[config.mk]
export PLATFORM = sky130hd
export DESIGN_NAME = axi_fifo_uart_top
export DESIGN_NICKNAME = d
export VERILOG_FILES = /design/src/rtl/axi_fifo_uart_top.sv
export SDC_FILE = /design/constraint.sdc
export NUM_CORES = 1
export LEC_CHECK = 0
export ABC_AREA = 1
export CAP_MARGIN = 20
export CELL_PAD_IN_SITES_DETAIL_PLACEMENT = 0
export CELL_PAD_IN_SITES_GLOBAL_PLACEMENT = 1
export CORE_ASPECT_RATIO = 0.8
export CORE_UTILIZATION = 30
export DETAILED_ROUTE_END_ITERATION = 10
export GPL_TIMING_DRIVEN = 1
export PLACE_DENSITY = 0.52
export SLEW_MARGIN = 20
export SYNTH_ARGS = -nofsm -noshare
export SYNTH_HDL_FRONTEND = slang
export SYNTH_SLANG_ARGS = --single-unit
[constraint.sdc]
create_clock -name clk -period 3.1 [get_ports clk]
set_input_delay 0.62 -clock clk [delete_from_list [all_inputs] [get_ports clk]]
set_output_delay 0.62 -clock clk [all_outputs]
set_load 0.02 [all_outputs]
[src/rtl/axi_fifo_uart_top.sv]
// Write-only AXI4-Lite slave that queues bytes in a synchronous FIFO and
// serializes them on an 8N1 UART line, LSB first.
module axi_fifo_uart_top #(
  parameter int unsigned CLKS_PER_BIT = 16,
  parameter int unsigned FIFO_DEPTH   = 16
) (
  input  logic        clk,
  input  logic        reset,
  input  logic [3:0]  s_axi_awaddr,
  input  logic        s_axi_awvalid,
  output logic        s_axi_awready,
  input  logic [31:0] s_axi_wdata,
  input  logic        s_axi_wvalid,
  output logic        s_axi_wready,
  output logic [1:0]  s_axi_bresp,
  output logic        s_axi_bvalid,
  input  logic        s_axi_bready,
  output logic        tx
);

  localparam int unsigned BAUD_W = $clog2(CLKS_PER_BIT);
  localparam int unsigned PTR_W  = $clog2(FIFO_DEPTH);
  localparam int unsigned CNT_W  = PTR_W + 1;

  localparam logic [BAUD_W-1:0] BAUD_LAST   = BAUD_W'(CLKS_PER_BIT - 1);
  localparam logic [CNT_W-1:0]  CNT_FULL    = CNT_W'(FIFO_DEPTH);
  localparam logic [1:0]        RESP_OKAY   = 2'b00;
  localparam logic [1:0]        RESP_SLVERR = 2'b10;
  localparam logic [1:0]        REG_TXDATA  = 2'd0;

  typedef enum logic [1:0] {
    ST_IDLE,
    ST_START,
    ST_DATA,
    ST_STOP
  } uart_state_e;

  // AXI write channel latches and response
  logic             rdy_en_q;
  logic             aw_vld_q, aw_vld_d;
  logic [1:0]       aw_reg_q, aw_reg_d;
  logic             w_vld_q, w_vld_d;
  logic [7:0]       w_data_q, w_data_d;
  logic             bvalid_q, bvalid_d;
  logic [1:0]       bresp_q, bresp_d;
  logic             aw_hs, w_hs, commit, push;

  // FIFO
  logic [7:0]       mem_q [FIFO_DEPTH];
  logic [PTR_W-1:0] wptr_q, rptr_q;
  logic [CNT_W-1:0] count_q, count_d;
  logic             fifo_full, fifo_empty, pop;

  // UART transmitter
  uart_state_e      state_q, state_d;
  logic [BAUD_W-1:0] baud_q, baud_d;
  logic [2:0]       bit_q, bit_d;
  logic [7:0]       shift_q, shift_d;
  logic             tx_q, tx_d;
  logic             baud_done;

  logic             unused_bits;
  assign unused_bits = ^{s_axi_wdata[31:8], s_axi_awaddr[1:0]};

  // rdy_en_q keeps both readys low through reset and its first release cycle.
  assign s_axi_awready = rdy_en_q & ~aw_vld_q & ~bvalid_q;
  assign s_axi_wready  = rdy_en_q & ~w_vld_q & ~bvalid_q;
  assign s_axi_bvalid  = bvalid_q;
  assign s_axi_bresp   = bresp_q;

  assign aw_hs  = s_axi_awvalid & s_axi_awready;
  assign w_hs   = s_axi_wvalid & s_axi_wready;
  assign commit = aw_vld_q & w_vld_q & ~bvalid_q;
  assign push   = commit & (aw_reg_q == REG_TXDATA) & ~fifo_full;

  always_comb begin
    aw_vld_d = aw_vld_q;
    aw_reg_d = aw_reg_q;
    w_vld_d  = w_vld_q;
    w_data_d = w_data_q;
    bvalid_d = bvalid_q;
    bresp_d  = bresp_q;
    if (aw_hs) begin
      aw_vld_d = 1'b1;
      aw_reg_d = s_axi_awaddr[3:2];
    end
    if (w_hs) begin
      w_vld_d  = 1'b1;
      w_data_d = s_axi_wdata[7:0];
    end
    if (commit) begin
      aw_vld_d = 1'b0;
      w_vld_d  = 1'b0;
      bvalid_d = 1'b1;
      bresp_d  = push ? RESP_OKAY : RESP_SLVERR;
    end else if (bvalid_q && s_axi_bready) begin
      bvalid_d = 1'b0;
    end
  end

  always_ff @(posedge clk or negedge reset) begin
    if (!reset) begin
      rdy_en_q <= 1'b0;
      aw_vld_q <= 1'b0;
      aw_reg_q <= 2'd0;
      w_vld_q  <= 1'b0;
      w_data_q <= 8'd0;
      bvalid_q <= 1'b0;
      bresp_q  <= RESP_OKAY;
    end else begin
      rdy_en_q <= 1'b1;
      aw_vld_q <= aw_vld_d;
      aw_reg_q <= aw_reg_d;
      w_vld_q  <= w_vld_d;
      w_data_q <= w_data_d;
      bvalid_q <= bvalid_d;
      bresp_q  <= bresp_d;
    end
  end

  assign fifo_full  = (count_q == CNT_FULL);
  assign fifo_empty = (count_q == '0);

  always_comb begin
    count_d = count_q;
    if (push && !pop) begin
      count_d = count_q + CNT_W'(1);
    end else if (!push && pop) begin
      count_d = count_q - CNT_W'(1);
    end
  end

  always_ff @(posedge clk) begin
    if (push) begin
      mem_q[wptr_q] <= w_data_q;
    end
  end

  // Pointers wrap naturally because FIFO_DEPTH is a power of two.
  always_ff @(posedge clk or negedge reset) begin
    if (!reset) begin
      wptr_q  <= '0;
      rptr_q  <= '0;
      count_q <= '0;
    end else begin
      count_q <= count_d;
      if (push) begin
        wptr_q <= wptr_q + PTR_W'(1);
      end
      if (pop) begin
        rptr_q <= rptr_q + PTR_W'(1);
      end
    end
  end

  assign baud_done = (baud_q == BAUD_LAST);
  assign pop       = (state_q == ST_IDLE) & ~fifo_empty;

  always_comb begin
    state_d = state_q;
    baud_d  = baud_q;
    bit_d   = bit_q;
    shift_d = shift_q;
    case (state_q)
      ST_IDLE: begin
        if (!fifo_empty) begin
          shift_d = mem_q[rptr_q];
          baud_d  = '0;
          bit_d   = 3'd0;
          state_d = ST_START;
        end
      end
      ST_START: begin
        if (baud_done) begin
          baud_d  = '0;
          state_d = ST_DATA;
        end else begin
          baud_d = baud_q + BAUD_W'(1);
        end
      end
      ST_DATA: begin
        if (baud_done) begin
          baud_d  = '0;
          shift_d = {1'b0, shift_q[7:1]};
          bit_d   = bit_q + 3'd1;
          if (bit_q == 3'd7) begin
            state_d = ST_STOP;
          end
        end else begin
          baud_d = baud_q + BAUD_W'(1);
        end
      end
      ST_STOP: begin
        if (baud_done) begin
          baud_d  = '0;
          state_d = ST_IDLE;
        end else begin
          baud_d = baud_q + BAUD_W'(1);
        end
      end
      default: state_d = ST_IDLE;
    endcase

    // Line level is derived from the next state so tx toggles with the state register.
    tx_d = 1'b1;
    case (state_d)
      ST_START: tx_d = 1'b0;
      ST_DATA:  tx_d = shift_d[0];
      default:  tx_d = 1'b1;
    endcase
  end

  always_ff @(posedge clk or negedge reset) begin
    if (!reset) begin
      state_q <= ST_IDLE;
      baud_q  <= '0;
      bit_q   <= 3'd0;
      shift_q <= 8'd0;
      tx_q    <= 1'b1;
    end else begin
      state_q <= state_d;
      baud_q  <= baud_d;
      bit_q   <= bit_d;
      shift_q <= shift_d;
      tx_q    <= tx_d;
    end
  end

  assign tx = tx_q;

endmodule

Yosys cells after proc, flatten, opt, wreduce, memory -nomap -nowiden

Memory sizes are Yosys's and may differ from the RTL's.
Cells that the tools add are included.

RAM bits: 128
Output and inout bits: 6
Flip-flop bits (word level): 47
Bits of input ports: 41
Memories: 1

Memories:

| name  | depth | bits a word | read ports | clocked after Yosys merged registers in | write ports | line | source |
|---|---|---|---|---|---|---|---|
| mem_q | 16    | 8           | 1          | 0                                       | 1           | 49   | `logic [7:0] mem_q [FIFO_DEPTH];` |

$add $sub $neg: 6
Bitwise logic cells: 16
Reductions and logical operators: 15
Mux-type cells: 27
Equal/unequal tests: 10

Operators with widths:

| operator                                         | count |
|---|---|
| 2-to-1 mux 8 bit                                 | 2 |
| one-hot mux 8 bit (2 select lines)               | 1 |
| adder 4 x 1 -> 4 bit, second input constant      | 3 |
| 2-to-1 mux 2 bit                                 | 6 |
| AND 1 bit                                        | 11 |
| 2-to-1 mux 5 bit                                 | 2 |
| nonzero test 2 bit                               | 5 |
| 2-to-1 mux 1 bit                                 | 8 |
| 2-to-1 mux 4 bit                                 | 2 |
| one-hot mux 2 bit (4 select lines)               | 1 |
| one-hot mux 4 bit (2 select lines)               | 1 |
| == test 2 bit, second input constant             | 3 |
| 2-to-1 mux 3 bit                                 | 2 |
| one-hot mux 3 bit (2 select lines)               | 1 |
| adder 5 x 1 -> 5 bit, second input constant      | 1 |
| == test 5 bit, second input constant             | 1 |
| logical NOT 5 bit                                | 1 |
| NOT 1 bit                                        | 5 |
| subtractor 5 x 1 -> 5 bit, second input constant | 1 |
| == test 2 x 1 -> 1 bit, second input constant    | 2 |
| == test 4 bit, second input constant             | 1 |
| logical NOT 2 bit                                | 2 |
| inequality test 2 bit, second input constant     | 2 |
| adder 3 x 1 -> 3 bit, second input constant      | 1 |
| other kinds (6)                                  | 9 |

Logic depth before layout (Yosys ltp)

Gate-level depths: netlist (run 1).

Depth in word-level cells: 8
Mapped depth: 15
Gate-level depth less buffers: 14

Least setup slack after synthesis (run 1)

No wires, ideal clock.

Kind: register to register
Start point: reg bvalid_q (netlist: s_axi_bvalid)
End point: reg count_q[4]
Arrival: 2,355 ps
Required time: 2,975 ps
Stages on the path, launching flop included: 15
Path slack: 620 ps
Buffers on the path: 0
Path through: dfrtp_1 inv_1 nand3_1 inv_1 nand2_1 a21oi_2 ha_1 inv_1 fa_1 a21o_1 a21oi_1 nand2_1 nand2_1 nor2_1 xor2_1

Word-level cells in the longest chain between the ends: 7
Elaborated cells between the ends (all ways): 9
Classes of those cells: 1 x mux; 4 x bitwise; 4 x reduce/logical

Ends and longest elaborated chain:

| element                      | line | source |
|---|---|---|
| start: declaration           | 44   | `logic bvalid_q, bvalid_d;` |
| start signal: assignment     | 116  | `bvalid_q <= bvalid_d;` |
| NOT 1 bit *                  | 73   | `assign commit = aw_vld_q & w_vld_q & ~bvalid_q;` |
| AND 1 bit *                  | 73   |  |
| AND 1 bit * (2 in series)    | 74   | `assign push = commit & (aw_reg_q == REG_TXDATA) & ~fifo_full;` |
| net push                     | 46   | `logic aw_hs, w_hs, commit, push;` |
| logical NOT 1 bit            | 128  | `end else if (!push && pop) begin` |
| logical AND 1 bit            | 128  |  |
| nonzero test 2 bit (no line) | n/a  |  |
| end signal: assignment       | 146  | `count_q <= count_d;` |
| end: declaration             | 51   | `logic [CNT_W-1:0] count_q, count_d;` |

Mark *: on every way through the listed nets, which the timed path passes. The rest lies on a longest branch.
A chain may end at the register's enable or synchronous reset.

Worst setup path after layout (run 1)

Start point: reg count_q[2]
End point: reg count_q[4]

Word-level cells in the longest chain between the ends: 6
Elaborated cells between the ends (all ways): 15
Classes of those cells: 2 x add/sub; 1 x eq/ne; 2 x mux; 4 x bitwise; 6 x reduce/logical

Ends and longest elaborated chain:

| element |
|---|
| branches (longest 6 deep; another with subtractor 5 x 1 -> 5 bit) |

Several ways; the timed one is not identified. The select of a mux whose other input is x is not followed.

==> results of run 1 <==
==> final timing paths <==
kind	start	end	slack [ns]	cells past startpoint
max in group asynchronous	reset	wptr_q[2]	2.50	2
max	count_q[2]	count_q[4]	0.45	12
max reg2reg	count_q[2]	count_q[4]	0.45	12
min	reset	count_q[4]	0.04	1
min in group clk	bit_q[1]	bit_q[1]	0.49	2
min reg2reg	bit_q[1]	bit_q[1]	0.49	2
==> kinds of logic (layout without fill, tap and decap cells) <==
logic type,count (synthesis),in the layout,share of synthesized area
compound gates,118,118,0.0935
xor+xnor,12,12,0.0146
fa+ha+maj,13,13,0.0236
buf+inv,51,97,0.0375
flops,174,174,0.694
mux,10,10,0.0156
other cells,2,2,0.00104
simple gates,215,215,0.120
==> cell usage in the layout, fill, tap and decap left out, drive strengths merged <==
| master | netlist | final |
|---|---|---|
| a31oi | 1 | 1 |
| dfrtp | 45 | 45 |
| nor4 | 1 | 1 |
| bufinv | 0 | 1 |
| o22ai | 16 | 16 |
| mux2 | 10 | 10 |
| nand2 | 92 | 92 |
| or2 | 1 | 1 |
| edfxtp | 128 | 128 |
| nand3 | 31 | 31 |
| xnor2 | 1 | 1 |
| clkdlybuf4s50 | 0 | 18 |
| xor2 | 11 | 11 |
| inv | 21 | 26 |
| conb | 2 | 2 |
| nor3 | 2 | 2 |
| nor2 | 86 | 86 |
| a21oi | 5 | 5 |
| o211ai | 3 | 3 |
| buf | 18 | 23 |
| a21o | 2 | 2 |
| nand4 | 2 | 2 |
| dfstp | 1 | 1 |
| clkbuf | 9 | 17 |
| o21ai | 79 | 79 |
| a22o | 1 | 1 |
| o221ai | 11 | 11 |
| clkinv | 3 | 11 |
| clkinvlp | 0 | 1 |
| ha | 12 | 12 |
| fa | 1 | 1 |
==> registers in the layout, summed over array words and instances, names as in the netlist <==
name          flops
rptr_q            4
aw_vld_q          1
wptr_q            4
w_data_q          8
shift_q           8
tx                1
baud_q            4
rdy_en_q          1
mem_q           128
aw_reg_q          2
s_axi_bvalid      1
state_q           2
s_axi_bresp       1
bit_q             3
count_q           5
w_vld_q           1
==> per-layer routing <==
metal / track usage / part of all wire / vias up
met1: 0.204 / 0.48 / 2210
met3: 0.0386 / 0.059 / 5
li1: - / - / 2173
met2: 0.218 / 0.46 / 76
met4: 0.0394 / 0.0059 / 0
met5: 0 / 0 / -
==> area by class of cell <==
class / instances / area [um2] / area share
clock inverter: 15 / 134 / 0.0161
tap: 312 / 390 / 0.0468
inverter: 24 / 90.1 / 0.0108
clock buffer: 17 / 425 / 0.0510
timing repair buffer: 41 / 363 / 0.0435
multi-input combinational: 370 / 1940 / 0.232
sequential: 174 / 5000 / 0.600
==> cell usage after synthesis (10+ instances only) <==
master	number
o22ai_1	16
inv_1	18
o221ai_1	11
mux2_2	10
nand2_1	91
xor2_1	11
o21ai_1	29
edfxtp_1	128
o21ai_0	50
nand3_1	31
ha_1	12
nor2_1	86
dfrtp_1	45
==> worst max-delay path, stage by stage (launching register included) <==
cell and delay [ns]:
dfrtp_1 0.41, nor4_2 0.38, nand2_1 0.15, nand2_2 0.17, ha_1 0.21, inv_1 0.11, fa_1 0.42, a21o_1 0.20
a21oi_1 0.17, nand2_1 0.07, nand2_1 0.06, nor2_1 0.05, xor2_1 0.13
==> per-stage QoR <==
step | setup WS [ns] | total power, mW | utilization | instance area (um2) | hold WS, ns
after floorplan | 0.620 | 5.03 | - | 7200 | 0.324
after global placement | 0.444 | 5.82 | 0.331 | 7780 | 0.468
after detailed placement | 0.455 | 5.88 | 0.331 | 7780 | 0.475
after CTS | 0.431 | 7.94 | 0.355 | 8340 | 0.0370
after global routing | 0.203 | 8.35 | 0.355 | 8340 | 0.0486
final | 0.449 | 7.83 | 0.355 | 8340 | 0.0450
==> power by group <==
group	switching, mW	internal [mW]
Clock	0.920	1.12
Sequential	0.540	3.06
Combinational	1.43	0.765
==> impl_results.md, run 1 <==
* Run status: finished, final reports clean
* Final period util at 0.855
* Yosys top cell area share at 0.534
* Post-synth EDFFs at 128
* Critical Path Start Type: flop
* Core area at 0.0235 mm2
* IO Count at 47
* First-pass GRT wire length at 26,000 um
* Max VDD drop at 0.000460 V
* Routed vias at 4,464
* Worst slew pin tran at 0.744 ns
* Main synth FF type: edfxtp_1
* Setup TNS at 0 ns
* Post-synthesis cell area at 0.00720 mm2
* H-tree Lvls at 4
* Layout cells sized above 1 at 0.114
* Max Cap Violations at 0
* CTS tree: yes
* Hold Fails Final Rpt at 0
* Nets@finish at 682
* Post-CTS Hold Fix Bufs at 0
* Clock Path Buffers at 2
* CP arrival at 2.97 ns
* Syn_area_per_cell at 12.1 um2
* Yosys reg bits at 174
* DR WL/cell at 17.7 um
* Die Area at 0.0246 mm2
* Clock Root Buffer: clkbuf_16
* Synth Warn # at 0
* PortBufs at 19
* Fmax achieved at 377 MHz
* Cell Rows at 50
* Final min period at 2.65 ns
* Initial antenna violation count at 0
* Width of the die at 175 um
* Post-route ant nets at 0
* CTS resizes at 0
* Vias per Instance at 4.68
* Clock Skew at 0.0163 ns
* Crit end category: flop
* Routed WL at 16,900 um
* Die height at 141 um
* Congestion Overflow GR at 0
* Hold WC Path Type: input port to asynchronous set/reset pin
* Post-CTS Setup Bufs at 0
* Largest net degree at the start of global routing at 67
* Area growth syn-to-layout at 15.7%
* Vias in the first global route at 4,377
* Synth Net Count at 649
* Leakage power at 3.05 nW
* DR pass1 iterations at 4
* Pwr per Cell Area at 939 mW/mm2
* Headroom to the max-slew limit at 0.504
* Clk Latency, worst-skew pair at 0.43 ns
* Post-synthesis sequential area ratio at 0.694
* RSZ-0062 raised after global routing: no
* Synth area leaders: edfxtp_1 (53%), dfrtp_1 (16%), nand2_1 (4.7%)
* Clk pin slew, worst setup/hold paths at 0.07 ns
* Netlist cell types at 34
* FFs w/ async S/R, synth at 0.264
* DRC viols at 0
* Kind of critical path: flop to flop
* Total global-route track usage at 0.144
* Crit-path max FO at 5
* Placed cell count at 921
* DP HPWL at 10,500 um
* Cells after synthesis at 595
* Max Transition Viols Final at 0
* Total CTS buffers at 17
* Antenna cells at 0
* # setup viols final at 0
* Starting Density at 0.307
* GP Congestion at 0.749
* Layout fillers at 2,270
* Final non-filler cell total at 953
* DRT iter0 DRCs at 312
* CTS sink count at 174
* WP data required at 3.42 ns
* Yosys top cell by area: edfxtp_1
No activity file was read; power rests on OpenSTA's default activity.
==> run 2, diff against run 1 <==
MAX_ROUTING_LAYER = met4   (was default)
SKIP_CTS_REPAIR_TIMING = 1   (was default)
==> run 2 against run 1 <==
Effect of this change:
- sequential share of layout area unchanged
- critical path type unchanged
- worst setup slack got worse by 0.0083 ns
- largest cell class unchanged
- critical endpoint unchanged
- largest power group unchanged
- clock skew is 0.0014 ns lower
==> impl_results.md, run 2 (synthesized netlist as in run 1, its figures left out) <==
* Hold WC Path Type: input port to asynchronous set/reset pin (unchanged)
* Largest net degree at the start of global routing at 67 (unchanged)
* Max Cap Violations at 0 (unchanged)
* Final setup margin at 0.441 ns (was 0.449 ns)
* Pwr per Cell Area at 941 mW/mm2 (was 939 mW/mm2)
* Final period util at 0.858 (was 0.855)
* Die Area at 0.0246 mm2 (unchanged)
* GP Congestion at 0.759 (was 0.749)
* Nets@finish at 682 (unchanged)
* # setup viols final at 0 (unchanged)
* Worst reg2reg path depth at 12 (unchanged)
* Vias in the first global route at 4,366 (was 4,377)
* Cell Rows at 50 (unchanged)
* Post-route ant nets at 0 (unchanged)
* Leakage power at 3.05 nW (unchanged)
* RR Startpoint: count_q[2] (unchanged)
* Critical Path Start Type: flop (unchanged)
* R2r setup slk at 0.44 ns (was 0.45 ns)
* Sequential power share at 0.459 (about the same)
* Most frequent cells in the layout: edfxtp_1 (128), nand2_1 (91), nor2_1 (86) (unchanged)
* Clk Latency, worst-skew pair at 0.43 ns (about the same)
* Crit-path max FO at 5 (unchanged)
* DRT iter0 DRCs at 332 (was 312)
* Setup TNS at 0 ns (unchanged)
* Fmax achieved at 376 MHz (was 377 MHz)
* Clock Root Buffer: clkbuf_16 (unchanged)
* Sw frac at 0.371 (was 0.370)
* Clk pin slew, worst setup/hold paths at 0.07 ns (about the same)
* Clock Path Buffers at 2 (unchanged)
* First-pass GRT wire length at 26,000 um (about the same)
* CTS sink count at 174 (unchanged)
* Starting Density at 0.307 (unchanged)
* Clock Skew at 0.0150 ns (was 0.0163 ns)
* R2r endpoint: count_q[4] (unchanged)
* Total CTS buffers at 17 (unchanged)
* Final min period at 2.66 ns (was 2.65 ns)
* Placed cell count at 921 (unchanged)
* DR pass1 iterations at 5 (was 4)
* Area growth syn-to-layout at 15.7% (unchanged)
* Logic pwr share at 0.281 (about the same)
* Final non-filler cell total at 953 (unchanged)
* Hold Fails Final Rpt at 0 (unchanged)
* PortBufs at 19 (unchanged)
* Run status: finished, final reports clean (unchanged)
* DRC viols at 0 (unchanged)
* Register bank with the most flops: mem_q (unchanged)
* Antenna cells at 0 (unchanged)
* Clock power share at 0.260 (about the same)
* Total global-route track usage at 0.149 (was 0.144)
* Max VDD drop at 0.000467 V (was 0.000460 V)
* Sw Pwr at 2.91 mW (was 2.89 mW)
* Routed WL at 16,900 um (about the same)
* Kind of critical path: flop to flop (unchanged)
* WP data required at 3.42 ns (about the same)
* Crit end category: flop (unchanged)
* Setup WS pre-CTS at 0.455 ns (unchanged)
* Biggest regs: mem_q: 128 flops, shift_q: 8 flops, w_data_q: 8 flops (unchanged)
* Vias per Instance at 4.72 (was 4.68)
* Max Transition Viols Final at 0 (unchanged)
* H-tree Lvls at 4 (unchanged)
* Layout cells sized above 1 at 0.114 (unchanged)
* Commonest non-fill, non-tap cell in the layout: edfxtp_1 (unchanged)
* DP HPWL at 10,500 um (unchanged)
* Width of the die at 175 um (unchanged)
* Congestion Overflow GR at 0 (unchanged)
* Headroom to the max-slew limit at 0.493 (was 0.504)
* Worst slew pin tran at 0.760 ns (was 0.744 ns)
* IO Count at 47 (unchanged)
* DR WL/cell at 17.7 um (about the same)
* Initial antenna violation count at 0 (unchanged)
* Int Pwr at 4.94 mW (about the same)
* Max reg flops at 128 (unchanged)
* Core area at 0.0235 mm2 (unchanged)
* CP arrival at 2.98 ns (was 2.97 ns)
* Routed vias at 4,501 (was 4,464)
* Die height at 141 um (unchanged)
* RSZ-0062 raised after global routing: no (unchanged)
* Finished Core Util at 0.355 (unchanged)
* CTS tree: yes (unchanged)
[run 2: how the worst max path moves through the flow]
stage / to / depth (start not counted) / from
after floorplan: count_q[4] / 14 / s_axi_bvalid
after global placement: count_q[4] / 12 / count_q[2]
after detailed placement: count_q[4] / 12 / count_q[2]
after CTS: count_q[4] / 12 / count_q[2]
after global routing: count_q[4] / 11 / count_q[2]
final: count_q[4] / 12 / count_q[2]
[run 2: through the flow]
step / instance area, um2 / hold WS (ns) / power [mW]
3_5_place_dp: 7780 / 0.475 / 5.88
4_1_cts: 8340 / 0.0370 / 7.94
2_1_floorplan: 7200 / 0.324 / 5.03
5_1_grt: 8340 / 0.0472 / 8.35
6_report: 8340 / 0.0483 / 7.84
3_3_place_gp: 7780 / 0.468 / 5.82
[run 2: layout make-up]
class	count	area, um2
clock inverters	15	134
clock buffers	17	425
multi-input cells	370	1940
inverters	24	90.1
flip-flops and latches	174	5000
well taps	312	390
fillers	2270	15100
repair buffers	41	363
[run 2: worst max-delay path: stages, from the launching register on]
cell     delay [ns]
dfrtp_1        0.41
nor4_2         0.39
nand2_1        0.15
nand2_2        0.17
ha_1           0.21
inv_1          0.11
fa_1           0.41
a21o_1         0.20
a21oi_1        0.17
nand2_1        0.07
nand2_1        0.06
nor2_1         0.05
xor2_1         0.13
[run 2: metal layers]
layer,wire length (um),GRT usage
met2,7610,0.217
met3,803,0.0402
met4,151,0.0407
met1,8310,0.204
met5,0,-
[run 2: power groups by stage]
stage	logic (mW)	registers, mW	clock network, mW
detailed placement	2.23	3.65	0
global route	2.49	3.66	2.20
CTS	2.24	3.60	2.10
finish	2.20	3.60	2.04
global placement	2.19	3.63	0
floorplan	1.64	3.39	0
